[src/rtl/PipelineReg.sv]
// rtl/PipelineReg.sv - shared pipeline register types, mem_type codes and FSM enum
package PipelineReg;

    localparam logic [3:0] MT_BYTE  = 4'b0001;
    localparam logic [3:0] MT_HALF  = 4'b0011;
    localparam logic [3:0] MT_WORD  = 4'b1111;
    localparam logic [3:0] MT_BYTEU = 4'b1000;
    localparam logic [3:0] MT_HALFU = 4'b1100;

    typedef enum logic [1:0] {ST_IDLE, ST_REQ, ST_WAIT} mem_fsm_e;
    typedef enum logic [1:0] {SZ_BYTE, SZ_HALF, SZ_WORD, SZ_BAD} mem_size_e;

    typedef struct packed {
        logic [31:0] pc;
        logic [4:0]  rd;
        logic        RegWrite;
        logic        MemToReg;
        logic        MemRead;
        logic        MemWrite;
        logic [3:0]  mem_type;
        logic [31:0] ALUOutput;
        logic [31:0] B;
    } MEM_STATE;

    typedef struct packed {
        logic [31:0] pc;
        logic [4:0]  rd;
        logic        RegWrite;
        logic        MemToReg;
        logic [31:0] ALUOutput;
        logic [31:0] mem_data;
    } WB_STATE;

    // Everything about an in-flight access that must survive the stall.
    typedef struct packed {
        logic [31:0] pc;
        logic [4:0]  rd;
        logic        RegWrite;
        logic        MemToReg;
        logic        we;
        logic [3:0]  mem_type;
        logic [31:0] alu;
        logic [3:0]  be;
        logic [31:0] wdata;
    } MEM_HOLD;

    function automatic mem_size_e size_of(input logic [3:0] mt);
        case (mt)
            MT_BYTE, MT_BYTEU: return SZ_BYTE;
            MT_HALF, MT_HALFU: return SZ_HALF;
            MT_WORD:           return SZ_WORD;
            default:           return SZ_BAD;
        endcase
    endfunction

    function automatic logic is_signed(input logic [3:0] mt);
        return (mt == MT_BYTE) || (mt == MT_HALF);
    endfunction

endpackage

[src/rtl/load_align.sv]
// rtl/load_align.sv - load lane extraction and sign/zero extension
module load_align
    import PipelineReg::*;
(
    input  logic [31:0] i_rdata,
    input  logic [1:0]  i_off,
    input  logic [3:0]  i_mem_type,
    output logic [31:0] o_data32
);

    logic [31:0] w_shifted;
    logic        w_sext;

    assign w_shifted = i_rdata >> {i_off, 3'b000};
    assign w_sext    = is_signed(i_mem_type);

    always_comb begin
        o_data32 = w_shifted;
        case (size_of(i_mem_type))
            SZ_BYTE: o_data32 = {{24{w_sext & w_shifted[7]}},  w_shifted[7:0]};
            SZ_HALF: o_data32 = {{16{w_sext & w_shifted[15]}}, w_shifted[15:0]};
            default: o_data32 = w_shifted;
        endcase
    end

endmodule

[src/rtl/mem_stage.sv]
// rtl/mem_stage.sv - pipeline MEM stage: data-memory handshake FSM, store lanes, load align
module mem_stage
    import PipelineReg::*;
#(
    parameter int DMEM_LAT_MAX = 15
) (
    input  logic        i_clk,
    input  logic        i_reset,
    input  MEM_STATE    i_mem_state,
    output logic        o_stall,
    output logic        o_dmem_req,
    output logic        o_dmem_we,
    output logic [31:0] o_dmem_addr,
    output logic [3:0]  o_dmem_be,
    output logic [31:0] o_dmem_wdata,
    input  logic        i_dmem_gnt,
    input  logic        i_dmem_rvalid,
    input  logic [31:0] i_dmem_rdata,
    output WB_STATE     o_wb_state,
    output logic        o_misalign,
    output logic        o_timeout
);

    localparam int CW = $clog2(DMEM_LAT_MAX + 1);

    mem_fsm_e    r_state;
    logic [CW-1:0] r_cnt;
    MEM_HOLD     r_hold;
    WB_STATE     r_wb;
    logic        r_misalign;
    logic        r_timeout;

    logic        w_is_mem;
    logic [1:0]  w_off;
    mem_size_e   w_size;
    logic        w_misalign;
    logic [3:0]  w_be;
    logic [31:0] w_wdata;
    logic        w_timeout;
    logic [31:0] w_load_data;
    WB_STATE     w_load_wb;

    assign w_is_mem   = i_mem_state.MemRead | i_mem_state.MemWrite;
    assign w_off      = i_mem_state.ALUOutput[1:0];
    assign w_size     = size_of(i_mem_state.mem_type);
    assign w_misalign = w_is_mem && ((w_size == SZ_BAD)
                                  || (w_size == SZ_HALF && w_off[0])
                                  || (w_size == SZ_WORD && w_off != 2'b00));

    always_comb begin
        w_be    = 4'b1111;
        w_wdata = i_mem_state.B;
        case (w_size)
            SZ_BYTE: begin
                w_be    = 4'b0001 << w_off;
                w_wdata = {4{i_mem_state.B[7:0]}};
            end
            SZ_HALF: begin
                w_be    = 4'b0011 << w_off;
                w_wdata = {2{i_mem_state.B[15:0]}};
            end
            default: begin
                w_be    = 4'b1111;
                w_wdata = i_mem_state.B;
            end
        endcase
    end

    assign w_timeout = (r_state != ST_IDLE) && (r_cnt == CW'(DMEM_LAT_MAX - 1));

    load_align u_load_align (
        .i_rdata    (i_dmem_rdata),
        .i_off      (r_hold.alu[1:0]),
        .i_mem_type (r_hold.mem_type),
        .o_data32   (w_load_data)
    );

    assign w_load_wb = '{pc: r_hold.pc, rd: r_hold.rd, RegWrite: r_hold.RegWrite,
                         MemToReg: r_hold.MemToReg, ALUOutput: r_hold.alu,
                         mem_data: w_load_data};

    // A load completing straight from REQ (gnt with rvalid) also releases the stall,
    // otherwise the held instruction would be re-issued from IDLE.
    always_comb begin
        o_stall = 1'b0;
        case (r_state)
            ST_IDLE: o_stall = w_is_mem & ~w_misalign;
            ST_REQ:  o_stall = ~(i_dmem_gnt & (r_hold.we | i_dmem_rvalid)) & ~w_timeout;
            ST_WAIT: o_stall = ~i_dmem_rvalid & ~w_timeout;
            default: o_stall = 1'b0;
        endcase
    end

    assign o_dmem_req   = (r_state == ST_REQ) & ~i_reset;
    assign o_dmem_we    = r_hold.we;
    assign o_dmem_addr  = {r_hold.alu[31:2], 2'b00};
    assign o_dmem_be    = r_hold.be;
    assign o_dmem_wdata = r_hold.wdata;
    assign o_wb_state   = r_wb;
    assign o_misalign   = r_misalign;
    assign o_timeout    = r_timeout;

    always_ff @(posedge i_clk) begin
        if (i_reset) begin
            r_state    <= ST_IDLE;
            r_cnt      <= '0;
            r_hold     <= '0;
            r_wb       <= '0;
            r_misalign <= 1'b0;
            r_timeout  <= 1'b0;
        end else begin
            r_wb       <= '0;
            r_misalign <= 1'b0;
            r_timeout  <= 1'b0;
            case (r_state)
                ST_IDLE: begin
                    r_cnt <= '0;
                    if (w_misalign) begin
                        r_misalign <= 1'b1;
                    end else if (w_is_mem) begin
                        r_hold <= '{pc: i_mem_state.pc, rd: i_mem_state.rd,
                                    RegWrite: i_mem_state.RegWrite,
                                    MemToReg: i_mem_state.MemToReg,
                                    we: i_mem_state.MemWrite,
                                    mem_type: i_mem_state.mem_type,
                                    alu: i_mem_state.ALUOutput,
                                    be: w_be, wdata: w_wdata};
                        r_state <= ST_REQ;
                    end else begin
                        r_wb <= '{pc: i_mem_state.pc, rd: i_mem_state.rd,
                                  RegWrite: i_mem_state.RegWrite,
                                  MemToReg: i_mem_state.MemToReg,
                                  ALUOutput: i_mem_state.ALUOutput,
                                  mem_data: 32'h0};
                    end
                end
                ST_REQ: begin
                    r_cnt <= r_cnt + CW'(1);
                    if (w_timeout) begin
                        r_timeout <= 1'b1;
                        r_state   <= ST_IDLE;
                    end else if (i_dmem_gnt) begin
                        if (r_hold.we) begin
                            r_state <= ST_IDLE;
                        end else if (i_dmem_rvalid) begin
                            r_wb    <= w_load_wb;
                            r_state <= ST_IDLE;
                        end else begin
                            r_state <= ST_WAIT;
                        end
                    end
                end
                ST_WAIT: begin
                    r_cnt <= r_cnt + CW'(1);
                    if (w_timeout) begin
                        r_timeout <= 1'b1;
                        r_state   <= ST_IDLE;
                    end else if (i_dmem_rvalid) begin
                        r_wb    <= w_load_wb;
                        r_state <= ST_IDLE;
                    end
                end
                default: r_state <= ST_IDLE;
            endcase
        end
    end

endmodule

[config.mk]
export PLATFORM = sky130hd
export DESIGN_NAME = mem_stage
export DESIGN_NICKNAME = d
export VERILOG_FILES = /design/src/rtl/PipelineReg.sv /design/src/rtl/load_align.sv /design/src/rtl/mem_stage.sv
export SDC_FILE = /design/constraint.sdc
export NUM_CORES = 1
export LEC_CHECK = 0
export ABC_AREA = 0
export CAP_MARGIN = 15
export CORE_UTILIZATION = 40
export DETAILED_ROUTE_END_ITERATION = 8
export GPL_TIMING_DRIVEN = 0
export PLACE_DENSITY_LB_ADDON = 0.2
export SETUP_SLACK_MARGIN = 0.02
export SKIP_LAST_GASP = 1
export SLEW_MARGIN = 30
export SYNTH_ARGS = -nofsm -noshare
export SYNTH_HDL_FRONTEND = slang
export SYNTH_HIERARCHICAL = 1
export SYNTH_SLANG_ARGS = --single-unit
[constraint.sdc]
create_clock -name i_clk -period 3.93 [get_ports i_clk]
set_clock_uncertainty 0.1 [all_clocks]
set_input_delay 0.786 -clock i_clk [delete_from_list [all_inputs] [get_ports i_clk]]
set_output_delay 0.786 -clock i_clk [all_outputs]
set_load 0.05 [all_outputs]
Word level (Yosys, flattened, before mapping)
Index checks and enable logic that the tools add are counted.
W data, S select, Z words.
Cells by class
  add/subtract/negate cells: 1
  equal/unequal tests: 21
  shift operators: 3
  multiplexer cells: 26
  bitwise operators: 16
  reductions and logical operators: 22
Operators by type and width (number)
  $mux W103: 7
  $pmux W103 S3: 1
  $pmux W32 S2: 2
  $shr A32 B5 Y32: 1
  $eq A4 B4 Y1 const B: 7
  $pmux W2 S3: 3
  $mux W2: 8
  $pmux W4 S2: 2
  $reduce_or A2 Y1: 7
  $eq A4 B1 Y1 const B: 2
  $eq A4 B2 Y1 const B: 2
  $and A1 B1 Y1: 7
  $not A1 Y1: 7
  $eq A2 B1 Y1 const B: 3
  $eq A2 B2 Y1 const B: 3
  $logic_not A2 Y1: 3
  $ne A3 B3 Y1 const B: 2
  $reduce_bool A2 Y1: 3
  $add A4 B1 Y4 const B: 1
  $logic_and A1 B1 Y1: 4
  $ne A2 B2 Y1 const B: 2
  $reduce_and A4 Y1: 1
  $shl A1 B2 Y4 const A: 1
  $shl A2 B2 Y4 const A: 1
  other kinds (5): 9
Storage, ports and cells
  register bits: 223
  input bits: 145
  output and inout bits: 176
  word-level logic and storage cells: 108

Logic depth before layout (Yosys ltp)
  depth in word-level cells: 11
  mapped depth: 10
  gate-level depth less buffers: 7

Modules after synthesis
Netlist, hierarchy kept.
Modules (own cells, without submodules)
  mem_stage: times used 1, cells an instance 951, area each 8411.8 µm², seq. area each 4464.3 µm²
  load_align: times used 1, cells an instance 102, area each 784.5 µm², seq. area each 0.0 µm²

Worst setup path before layout
No wires, ideal clock.
  kind: input port to output port
  start point: input i_mem_state[32] in the netlist's numbering
  end point: output o_stall
  data arrival time: 2.500 ns
  required time: 3.044 ns
  path slack: 0.544 ns
  stages on the path: 6
  path buffers: 2
  cell sequence: clkbuf_1 -> nand2b_1 -> a211oi_2 -> a21oi_4 -> clkbuf_1 -> a21oi_1
Between the ends
  word-level cells in the longest chain between the ends: 7
  elaborated cells on any way between the ends: 9
  those cells by class: mux: 1; bitwise: 2; reduce/logical: 6
RTL lines
  from (decl): line mem_stage.sv:9  | input MEM_STATE i_mem_state,
  $reduce_bool A2 Y1 / $logic_and A1 B1 Y1 (equally long branches): line mem_stage.sv:48, mem_stage.sv:47
  $logic_and A1 B1 Y1 / $logic_or A1 B1 Y1 (equally long branches): line mem_stage.sv:48, mem_stage.sv:47
  $logic_or A1 B1 Y1 (*): line mem_stage.sv:48  | || (w_size == SZ_WORD && w_off != 2'b00));
  $logic_and A1 B1 Y1 (*): line mem_stage.sv:46  | assign w_misalign = w_is_mem && ((w_size == SZ_BAD)
  $not A1 Y1 (no source line) (*)
  $and A1 B1 Y1 (*): line mem_stage.sv:87  | ST_IDLE: o_stall = w_is_mem & ~w_misalign;
  $pmux W1 S3 (*): line mem_stage.sv:86  | case (r_state)
  to (decl): line mem_stage.sv:10  | output logic o_stall,
Every way passes the cells marked *; elsewhere a longest branch is shown, timed or not.

Worst setup path in the final report
  start point: input i_mem_state[66] in the netlist's numbering
  end point: output o_stall
Between the ends
  word-level cells in the longest chain between the ends: 11
  elaborated cells on any way between the ends: 19
  those cells by class: eq/ne: 8; mux: 2; bitwise: 2; reduce/logical: 7
RTL lines
  $eq A4 B2 Y1 (tied with other cells): line PipelineReg.sv:48  | case (mt)
  $reduce_or A2 Y1: line PipelineReg.sv:48
  $pmux W2 S3 (*): line PipelineReg.sv:48
  $eq A2 B1 Y1: line mem_stage.sv:47  | || (w_size == SZ_HALF && w_off[0])
  $logic_and A1 B1 Y1: line mem_stage.sv:47
  $logic_or A1 B1 Y1: line mem_stage.sv:47
  $logic_or A1 B1 Y1 (*): line mem_stage.sv:48
  $logic_and A1 B1 Y1 (*): line mem_stage.sv:46
  $not A1 Y1 (no source line) (*)
  $and A1 B1 Y1 (*): line mem_stage.sv:87
  $pmux W1 S3 (*): line mem_stage.sv:86
Marked as above.

==> summary.md <==
| Metric | Value |
|---|---|
| Main combinational cell family by area after synthesis | compound AO/OA/AOI/OAI gates |
| Die Y-Extent | between 150 and 200 um |
| Grt ovf | 0 |
| CTS tree | built |
| Hold-fix buffers, CTS | 0 |
| Fillers | 2,050 |
| RR Startpoint | r_state[0] |
| Antenna violations before repair | 2 |
| Area Overhead vs Synth | 45.91% |
| Total Die Area | ~24,000 um^2 |
| Fmax | between 200 and 300 MHz |
| # IOs | 321 |
| Hold crit path type | reg -> reg |
| GP Congestion | 0.8717 |
| Root buf cell | clkbuf_16 |
| Status | completed |
| Core area | between 20,000 and 25,000 um^2 |
| Max Cap Viol | 0 |
| CP Launch Type | primary input |
| Post-DP HPWL | between 20,000 and 25,000 um |
| DR DRC count | 0 |
| H-tree Lvls | 1 |
| Main synth FF type | dfxtp_1 |
| Detailed router's first-iteration violation count | approximately 410 |
| Sequential fraction of the synthesis area | roughly half |
| CP Capture Type | output pin |
| Overall global routing resource usage | between 20% and 30% |
| Worst skew pair latency | between 500 and 600 ps |
| Top-count cell post-synth | dfxtp_1 |
| Clk slew on worst S/H paths | about 60 ps |
| CP arrival | around 2800 ps |
| Peak supply drop | roughly 0.31 mV |
| Slowest CP cell | clkdlybuf4s50_1 |
| Placed Instances | between 1.5k and 2k |
| Synth Area in Adders | 0.8163% |
| Yosys warns | 6 |
| Slew HR | between 30% and 40% |
| Row cnt | 55 |
| Via density | between 4 and 5 |
| Routed wire per std cell | 16.66 um |
| Post-DRT Antenna Nets | 0 |
| Routed wire length | 28,260 um |
| Starting Density | 40.74% |
| Pre-antenna DRT Iters | 5 |
| Clock tree buffer depth | 3 |
| Final Cycle Share | ~95% |
| Maximum fanout along the worst path | 7 |
| Post-synth EDFFs | 0 |
| Worst path bufs/invs | 2 |
| NumNets Final | around 1.5k |
| Worst Setup EP | o_stall |
| R2r endpoint | o_wb_state[7] |
| Worst path max stage delay | between 600 and 700 ps |
| Vias | around 8.5k |
| Top delay family on crit path | buffers and inverters |
| Num CTS Buffers | 24 |
| Fraction of layout cells with a size suffix above 1 | a little over a tenth |
| R2R depth | 6 |
| Avg Cell Area, Syn | between 8 and 9 um^2 |
| Mapped Cells | between 1k and 1.5k |
| Final min period | 3716 ps |
| Max-slew violation count | 0 |
| First-pass GRT wire length | approximately 44,000 um |
| Top cells by area, synth | dfxtp_1, nand2_1, buf_4 |
| Yosys cell types | 49 |
| Compound-Gate Fraction of Synth Area | between 10% and 20% |
| Non-Filler Instances | roughly 1.7k |
| CTS Sinks | ~220 |
| Multiplexer share of the synthesized area | between 4 and 5% |
| Async set-reset flop share out of synthesis | 0% |
| Hold Vio Cnt, Final | 0 |
| Die X | about 150 um |
| Kind of critical path | in -> out |
| Largest net degree at the start of global routing | 18 |
| Synthesized area | 9196 um^2 |
| Cell taking the most area after synthesis | dfxtp_1 |
| Unrepaired setup endpoints after global routing | false |
| Area share of xor/xnor cells in the synthesized design | less than 1% |
| Flop2flop setup slack | 1120 ps |
| Count of final setup violators | 0 |
| Buffers on Ports | about 310 |
| Crit path from | i_mem_state[66] |
| CP Cell Sequence | clkdlybuf4s50_1 > nand4b_1 > a211oi_2 > a21oi_4 > a21oi_1 > dlygate4sd2_1 |
| Number of synthesized register bits | 223 |
| Synth top area share | ~49% |
| Worst slew pin tran | 933.3 ps |
| CP required | between 3000 and 4000 ps |
| Vias in the first global route | approximately 8k |
| Setup total negative slack | 0 ps |
| Antenna cells | 0 |
| Commonest cells post-synth | dfxtp_1, nand2_1, nor2_1 |
| Crit. path cell count | 6 |
| Power density cells | about 420 nW/um^2 |
| Lkg Pwr | about 5.0 nW |
| Post-Synth Simple-Gate Area | 16.99% |
==> how the worst min path moves through the flow <==
stage	slack [ps]	cells past startpoint	endpoint	startpoint
floorplan	340	2	r_hold[100]	r_hold[100]
global placement	340	2	r_hold[74]	r_hold[74]
detailed placement	350	2	r_hold[94]	r_hold[94]
CTS	350	2	r_hold[89]	r_hold[89]
global route	370	2	r_hold[94]	r_hold[94]
finish	350	2	r_hold[94]	r_hold[94]
==> final cells by class <==
cell class	instances	area [um^2]	share of cell area, %
clock inverter	11	66.31	0.4942
clock buffer	31	636.9	4.746
buffer	149	872.1	6.499
tap	285	356.6	2.658
sequential	223	4464	33.27
timing repair buffer	316	3157	23.53
multi-input combinational	665	3805	28.36
inverter	16	60.06	0.4476
==> power by group <==
| part | switching, W | total (W) | internal (W) |
|---|---|---|---|
| clock network | 0.000904 | 0.00205 | 0.00114 |
| registers | 0.0000491 | 0.00241 | 0.00236 |
| logic | 0.000657 | 0.00113 | 0.000471 |
| total | 0.00161 | 0.00558 | 0.00397 |
==> sequential cells by signal, summed over array words and instances (netlist names) <==
signal	cells
o_dmem_addr	30
o_dmem_be	4
o_dmem_wdata	32
o_dmem_we	1
o_misalign	1
o_timeout	1
o_wb_state	103
r_cnt	4
r_hold	45
r_state	2
==> cells in the final DEF (no fill, tap or decap), types with 11 or more instances in the layout <==
| cell type | count |
|---|---|
| clkbuf_1 | 60 |
| a22oi_1 | 71 |
| mux2i_1 | 33 |
| a211oi_1 | 31 |
| nor2_1 | 110 |
| and2_1 | 32 |
| nor3_1 | 12 |
| buf_2 | 18 |
| clkdlybuf4s50_1 | 313 |
| buf_4 | 75 |
| nor2b_1 | 11 |
| inv_1 | 16 |
| a21oi_1 | 100 |
| nand2_1 | 172 |
| dfxtp_1 | 223 |
| clkbuf_16 | 24 |
==> metrics by stage <==
step,hold WS [ps],util (%),total power (W),instance area (um^2),setup WS [ps]
2_1_floorplan,336.0,-,0.003148,9200,544.4
3_3_place_gp,341.5,56.26,0.003575,12700,-550.5
3_5_place_dp,346.2,56.32,0.003585,12710,-571.0
4_1_cts,354.2,59.45,0.005634,13420,219.5
5_1_grt,372.1,59.45,0.005819,13420,131.5
6_report,352.7,59.45,0.005583,13420,214.0
==> per-layer routing <==
| layer | GRT usage [%] | wire (um) | share of wire (%) | vias up |
|---|---|---|---|---|
| li1 | - | - | - | 4215 |
| met1 | 28.92 | 12100 | 43 | 3907 |
| met2 | 39.72 | 13410 | 47 | 283 |
| met3 | 5.806 | 2222 | 7.9 | 43 |
| met4 | 6.286 | 497 | 1.8 | 4 |
| met5 | 0 | 23 | 0.081 | - |
==> worst min-delay path: cells and delay by family (launching register included) <==
kind | cells | cell delay [ps]
and+or+nand+nor | 1 | 50
AOI/OAI and AO/OA | 1 | 50
DFF | 1 | 310
==> cells by family after synthesis <==
group	Yosys count
multiplexers	35
flip-flops	223
buffers and inverters	166
adder cells (fa/ha/maj)	6
other	1
AND/OR/NAND/NOR	361
AO/OA/AOI/OAI	259
XOR/XNOR	2
==> repair_timing <==
action,CTS,global route
hold endpoints to repair,0,0
gates resized for setup,1,0
buffers inserted,1,0
setup endpoints to repair,1,0
Note: power is estimated with default switching activity, not from simulation.
